--- src/rtl/silife_sched_pkg.sv ---
// Shared types and constants for the SiLife frame scheduler.
package silife_sched_pkg;

  localparam int unsigned ROW_BITS_DEF = 5;

  localparam logic OWNER_DISP = 1'b0;
  localparam logic OWNER_GEN  = 1'b1;

  typedef enum logic [2:0] {
    IDLE,
    DISP_START,
    DISP_WAIT,
    GEN_CHECK,
    GEN_START,
    GEN_WAIT
  } sched_state_t;

endpackage

--- src/rtl/silife_prescaler.sv ---
// Frame prescaler: counts 0..i_div while enabled, ticks on the wrap cycle.
module silife_prescaler #(
  parameter int unsigned DIV_WIDTH = 24
) (
  input  logic                 clk,
  input  logic                 reset,
  input  logic                 i_enable,
  input  logic [DIV_WIDTH-1:0] i_div,
  output logic                 o_tick
);

  localparam logic [DIV_WIDTH-1:0] ONE = {{(DIV_WIDTH-1){1'b0}}, 1'b1};

  logic [DIV_WIDTH-1:0] count;

  // >= lets a shrunken divider wrap at once instead of running past it
  assign o_tick = i_enable && (count >= i_div);

  always_ff @(posedge clk or posedge reset) begin
    if (reset) begin
      count <= '0;
    end else if (!i_enable || o_tick) begin
      count <= '0;
    end else begin
      count <= count + ONE;
    end
  end

endmodule

--- src/rtl/silife_frame_scheduler.sv ---
// SiLife frame sequencer: display refresh, then an optional generation step, plus
// row-read port arbitration. Define SILIFE_SCHED_OVERRUN_EN to add o_overrun_count.
module silife_frame_scheduler
  import silife_sched_pkg::*;
#(
  parameter int unsigned DIV_WIDTH = 24,
  parameter int unsigned ROW_BITS  = ROW_BITS_DEF
) (
  input  logic                 clk,
  input  logic                 reset,
  input  logic                 i_enable,
  input  logic                 i_run,
  input  logic                 i_step,
  input  logic [DIV_WIDTH-1:0] i_frame_div,
  output logic                 o_disp_start,
  input  logic                 i_disp_busy,
  input  logic [ROW_BITS-1:0]  i_disp_row,
  output logic                 o_gen_start,
  input  logic                 i_gen_busy,
  input  logic [ROW_BITS-1:0]  i_gen_row,
  output logic [ROW_BITS-1:0]  o_row_addr,
  output logic                 o_row_owner,
  output logic                 o_busy,
`ifdef SILIFE_SCHED_OVERRUN_EN
  output logic                 o_tick,
  output logic [7:0]           o_overrun_count
`else
  output logic                 o_tick
`endif
);

  sched_state_t state, state_nxt;
  logic         armed, armed_nxt;
  logic         tick_pending, step_pending;
  logic         enter_disp, enter_gen;
  logic         row_owner;

  silife_prescaler #(
    .DIV_WIDTH(DIV_WIDTH)
  ) u_prescaler (
    .clk     (clk),
    .reset   (reset),
    .i_enable(i_enable),
    .i_div   (i_frame_div),
    .o_tick  (o_tick)
  );

  always_ff @(posedge clk or posedge reset) begin
    if (reset) begin
      state        <= IDLE;
      armed        <= 1'b0;
      tick_pending <= 1'b0;
      step_pending <= 1'b0;
    end else begin
      state        <= state_nxt;
      armed        <= armed_nxt;
      // A request arriving while its flag is already set is absorbed, not queued
      tick_pending <= i_enable && (tick_pending ? !enter_disp : o_tick);
      step_pending <= step_pending ? !enter_gen : i_step;
    end
  end

  always_comb begin
    state_nxt    = state;
    armed_nxt    = armed;
    o_disp_start = 1'b0;
    o_gen_start  = 1'b0;
    enter_disp   = 1'b0;
    enter_gen    = 1'b0;
    case (state)
      IDLE: begin
        if (tick_pending && i_enable) begin
          state_nxt  = DISP_START;
          enter_disp = 1'b1;
        end
      end
      DISP_START: begin
        o_disp_start = 1'b1;
        armed_nxt    = 1'b0;
        state_nxt    = DISP_WAIT;
      end
      DISP_WAIT: begin
        armed_nxt = armed | i_disp_busy;
        if (armed && !i_disp_busy) state_nxt = GEN_CHECK;
      end
      GEN_CHECK: begin
        if (i_run || step_pending) begin
          state_nxt = GEN_START;
          enter_gen = 1'b1;
        end else begin
          state_nxt = IDLE;
        end
      end
      GEN_START: begin
        o_gen_start = 1'b1;
        armed_nxt   = 1'b0;
        state_nxt   = GEN_WAIT;
      end
      GEN_WAIT: begin
        armed_nxt = armed | i_gen_busy;
        if (armed && !i_gen_busy) state_nxt = IDLE;
      end
      default: state_nxt = IDLE;
    endcase
  end

  assign row_owner   = (state == GEN_START || state == GEN_WAIT) ? OWNER_GEN : OWNER_DISP;
  assign o_row_owner = row_owner;
  assign o_row_addr  = (row_owner == OWNER_GEN) ? i_gen_row : i_disp_row;
  assign o_busy      = (state != IDLE);

`ifdef SILIFE_SCHED_OVERRUN_EN
  always_ff @(posedge clk or posedge reset) begin
    if (reset) begin
      o_overrun_count <= '0;
    end else if (o_tick && tick_pending && (o_overrun_count != 8'hFF)) begin
      o_overrun_count <= o_overrun_count + 8'd1;
    end
  end
`endif

endmodule
--- config.mk ---
export PLATFORM = sky130hd
export DESIGN_NAME = silife_frame_scheduler
export DESIGN_NICKNAME = d
export VERILOG_FILES = /design/src/rtl/silife_sched_pkg.sv /design/src/rtl/silife_prescaler.sv /design/src/rtl/silife_frame_scheduler.sv
export SDC_FILE = /design/constraint.sdc
export NUM_CORES = 1
export LEC_CHECK = 0
export CAP_MARGIN = 25
export CORE_MARGIN = 5
export CORE_UTILIZATION = 35
export CTS_CLUSTER_SIZE = 20
export DETAILED_ROUTE_END_ITERATION = 12
export HOLD_SLACK_MARGIN = 0.02
export SLEW_MARGIN = 20
export SYNTH_ARGS = -nofsm -noshare
export SYNTH_HDL_FRONTEND = slang
export SYNTH_SLANG_ARGS = --single-unit
--- constraint.sdc ---
create_clock -name clk -period 2.6 [get_ports clk]
set_input_delay 0.65 -clock clk [delete_from_list [all_inputs] [get_ports clk]]
set_output_delay 0.65 -clock clk [all_outputs]
set_load 0.05 [all_outputs]
==> out/results.md, run 1 <==
| Stage | Item | Value |
| --- | --- | --- |
| power | Logic pwr share | 46.0% |
| timing | Crit share post-route | 108% |
| synthesis | Net count after synthesis | 319 |
| place | Worst setup slack after placement | -0.786 ns |
| timing | RSZ-0062 raised after global routing | true |
| cells and area | Util after Layout | 59.1% |
| power | Sequential Power Share | 33.0% |
| synthesis | Top_reg_cell synth | sky130_fd_sc_hd__dfrtp_1 |
| synthesis | Synthesized-area fraction occupied by and/or/nand/nor cells | 25.0% |
| cells and area | Number of antenna cells inserted | 0 |
| timing | Post-route setup TNS | -1.15 ns |
| synthesis | Syn avg cell area | 8.68 µm² |
| floorplan | Die span in y | 89.2 µm |
| route | Number of vias per cell | 4.95 |
| clocking | Number of clock sinks seen by CTS | 30 |
| synthesis | Count of flip-flops with a built-in enable after synthesis | 0 |
| synthesis | Synthesis Warnings | 0 |
| hold path | Worst min-delay path class | reg2reg |
| worst setup path | Worst Path Arrival | 2.15 ns |
| floorplan | Horiz. Die Dim | 89.2 µm |
| cells and area | Number of fill cells | 519 |
| route | DRC violations left | 0 |
| synthesis | Post-Syn Area | 0.00220 mm² |
| power | Post-route total power | 1.65 mW |
| worst setup path | Type of destination of the critical path | primary output |
| worst setup path | Crit path largest cell delay | 0.26 ns |
| worst setup path | Critical-path cell list | buf_2 -> inv_2 -> ha_4 -> nand4_1 -> buf_4 -> nor3_4 -> a22oi_2 -> o211ai_1 -> and2_4 -> buf_12 |
| clocking | Clk_lat worst skew | 0.28 ns |
| timing | Worst Setup Slack, final | -0.199 ns |
| synthesis | Synthesized-area fraction occupied by adder cells | 14.2% |
| clocking | Number of buffers added to fix hold violations after cts | 0 |
| grt | Grt total ovfl | 0 |
| clocking | Clock Tree Buf Depth | 2 |
| cells and area | Synth-to-Final Area Change | 62.1% |
| timing | F_max | 357 MHz |
| cells and area | Fin cells | 412 |
| synthesis | Synth area leaders | sky130_fd_sc_hd__dfrtp_1 34%, sky130_fd_sc_hd__ha_1 14%, sky130_fd_sc_hd__xor2_1 8.0% |
| worst setup path | Class of the most critical setup path | in2out |
| grt | Global-route wire length before repair | 9290 µm |
| timing | Finish-stage setup viols | 25 |
| timing | Post-route clock skew | 0.00362 ns |
| power | Net switching component of the power | 0.631 mW |
| clocking | Maximum level of the CTS H-tree | 2 |
| route | Count of antenna-violating nets left after detailed routing | 0 |
| timing | Actual transition at the worst max-transition pin | 0.497 ns |
| grt | Vias in the first global route | 2,146 |
| grt | Pin count of the biggest net entering global routing | 31 |
| floorplan | Count of standard-cell rows | 28 |
| synthesis | Proportion of synthesized chip area in sequential cells | 34.2% |
| power | Fraction of power consumed by the clock network | 21.0% |
| worst setup path | Largest fanout of any net on the critical path | 2 |
| outcome | Run status | finished, violations left |
| clocking | TritonCTS clock tree | done |
| power | Max IR drop VDD | 0.570 mV |
| worst setup path | Critical path launch point type | input port |
| synthesis | Most frequent cell after synthesis | sky130_fd_sc_hd__dfrtp_1 |
| worst setup path | Critical R2R Launch | u_prescaler.count[22] |
| cells and area | Fraction of final layout cells sized beyond drive strength 1 | 44.8% |
| floorplan | Die Outline Area | 0.00796 mm² |
| clocking | Number of CTS-inserted buffers | 5 |
| power | Pwr dens | 464 mW/mm² |
| route | Iteration-0 DRC Markers | 62 |
| worst setup path | Slowest cell on the critical path | sky130_fd_sc_hd__ha_4 |
| synthesis | Xor and xnor fraction of the mapped netlist area | 9.17% |
| route | Via count | 2,040 |
| worst setup path | Data required time at the worst endpoint | 1.95 ns |
| synthesis | Combinational family with the most area after synthesis | simple AND/OR/NAND/NOR gates |
| synthesis | Share of the synthesized area in the top cell type | 34.2% |
| clocking | Root Driver | sky130_fd_sc_hd__clkbuf_8 |
| outcome | Violated checks | setup timing |
| job | Number of max-capacitance violations reported | 0 |
| timing | Fin. max-slew vios | 0 |
| power | LEAKAGE | 1.64 nW |
| place | Final RePlAce weighted congestion | 0.745 |
| place | Number of placed instances with taps included | 390 |
| synthesis | Number of flip-flops and latches in the synthesized netlist | 30 |
| worst setup path | Launch point of the critical path | i_frame_div[20] |
| synthesis | Cell accounting for the most synthesized area | sky130_fd_sc_hd__dfrtp_1 |
| timing | Final-layout worst hold slack | 0.485 ns |
| synthesis | Mux share of post-synthesis cell area | 0% |
| place | Count of port buffers added during placement | 50 |
| cells and area | Number of nets in the final layout | 403 |
| timing | Final Hold Violating Endpoints | 0 |
| floorplan | Starting density of the core | 36.4% |
| synthesis | Synth cell types | 39 |
| synthesis | Post-synthesis compound-gate area fraction | 9.91% |
| grt | Initial antenna violation count | 0 |
| synthesis | Asr flop ratio synth | 100% |
| power | Switching Share | 38.2% |
| power | Internal power consumption | 1.02 mW |
| floorplan | Total core area | 0.00603 mm² |
| timing | Slew HR | 66.8% |
| hold path | Hold path startpoint | step_pending |
| route | Average wire length per cell after detail routing | 14.5 µm |
| floorplan | Ports | 51 |
| timing | Final critical delay including setup and external delays | 2.80 ns |
| route | Pre-antenna DRT Iters | 4 |
| clocking | Clock slew at reported path FFs | 0.06 ns |
| place | Placed wire-length estimate | 3910 µm |
| cells and area | Post-layout instance area | 0.00356 mm² |
| synthesis | Commonest cells post-synth | 30 x sky130_fd_sc_hd__dfrtp_1, 29 x sky130_fd_sc_hd__inv_1, 29 x sky130_fd_sc_hd__nand2_1, 25 x sky130_fd_sc_hd__ha_1 |
| synthesis | Post-synthesis instance total | 253 |
| grt | All-Layer GR Usage | 14.9% |
| place | Placed cell areas | 0.00295 mm² |
| route | Total detailed-routing wirelength | 5960 µm |
[sequential cells by signal, indices dropped and copies added (netlist names)]
register	count
u_prescaler.count	24
tick_pending	1
state	3
armed	1
step_pending	1
[worst max-delay path, delay by kind of cell]
kind            cells  cell delay, ns
compound gates      2            0.22
buf+inv             4            0.46
fa+ha+maj           1            0.26
simple gates        3            0.55
[placed cells by master, fill, tap and decap left out, drive strengths merged, types with 2 or more instances in the layout]
cell type / count
and2: 2
nand3: 14
nand4: 7
nor2: 31
dlygate4sd2: 4
a221oi: 2
clkbuf: 10
nor3: 4
ha: 25
o211ai: 2
dfrtp: 30
inv: 29
xnor2: 3
clkdlybuf4s15: 3
nand2: 29
and4: 6
clkdlybuf4s50: 17
nand2b: 3
o21ai: 6
buf: 57
xor2: 20
and3: 7
a21oi: 12
nor2b: 2
[final timing paths]
path | cells after the start | endpoint | slack (ns)
min | 1 | step_pending | 0.48
min in group asynchronous | 3 | state[1] | 0.74
min reg2reg | 1 | step_pending | 0.48
max reg2reg | 14 | u_prescaler.count[11] | -0.04
max in group asynchronous | 3 | u_prescaler.count[22] | 1.54
max | 10 | o_tick | -0.20
[layout make-up]
cell class / count / area [µm²] / area share (%)
Clock buffer: 7 / 76.3 / 2.14
Inverter: 30 / 115 / 3.23
Multi-Input combinational cell: 186 / 1660 / 46.7
Sequential cell: 30 / 758 / 21.3
Tap cell: 75 / 93.8 / 2.64
Timing Repair Buffer: 84 / 852 / 23.9
[cells by family after synthesis]
logic type,count (synthesis)
fa+ha+maj,25
buf+inv,37
xor+xnor,23
flops,30
compound gates,30
simple gates,108
[per-layer routing]
layer  vias up  share of wire (%)  track usage, %
li1       1024                  -               -
met1       961                 42            17.6
met2        43                 52            26.7
met3        12                4.5            3.04
met4         0                2.0            5.14
met5         -                  0               0
[power groups by stage]
stage	sequential [mW]	clock [mW]	combinational, mW
4_1_cts	0.545	0.363	0.750
5_1_grt	0.550	0.377	0.820
2_1_floorplan	0.540	0	0.421
6_report	0.545	0.347	0.761
3_5_place_dp	0.550	0	0.715
3_3_place_gp	0.551	0	0.710
[what timing repair did]
item,CTS,global route
endpoints found under the setup margin,1,25
pin swaps,45,12
resized for setup,145,17
gates cloned,0,3
buffers inserted,11,7
endpoints found under the hold margin,0,0
Note: power is estimated with default switching activity, not from simulation.
==> run 2, diff against run 1 <==
--- a/config.mk
+++ b/config.mk
@@ -5,12 +5,13 @@
 export SDC_FILE = /design/constraint.sdc
 export NUM_CORES = 1
 export LEC_CHECK = 0
+export ABC_CLOCK_PERIOD_IN_PS = 2600
 export CAP_MARGIN = 25
 export CORE_MARGIN = 5
 export CORE_UTILIZATION = 35
 export CTS_CLUSTER_SIZE = 20
 export DETAILED_ROUTE_END_ITERATION = 12
-export HOLD_SLACK_MARGIN = 0.02
+export HOLD_SLACK_MARGIN = 0.03
 export SLEW_MARGIN = 20
 export SYNTH_ARGS = -nofsm -noshare
 export SYNTH_HDL_FRONTEND = slang
==> results of run 2 <==
Same layout as run 1: the final DEF is identical, and so are final timing and power.
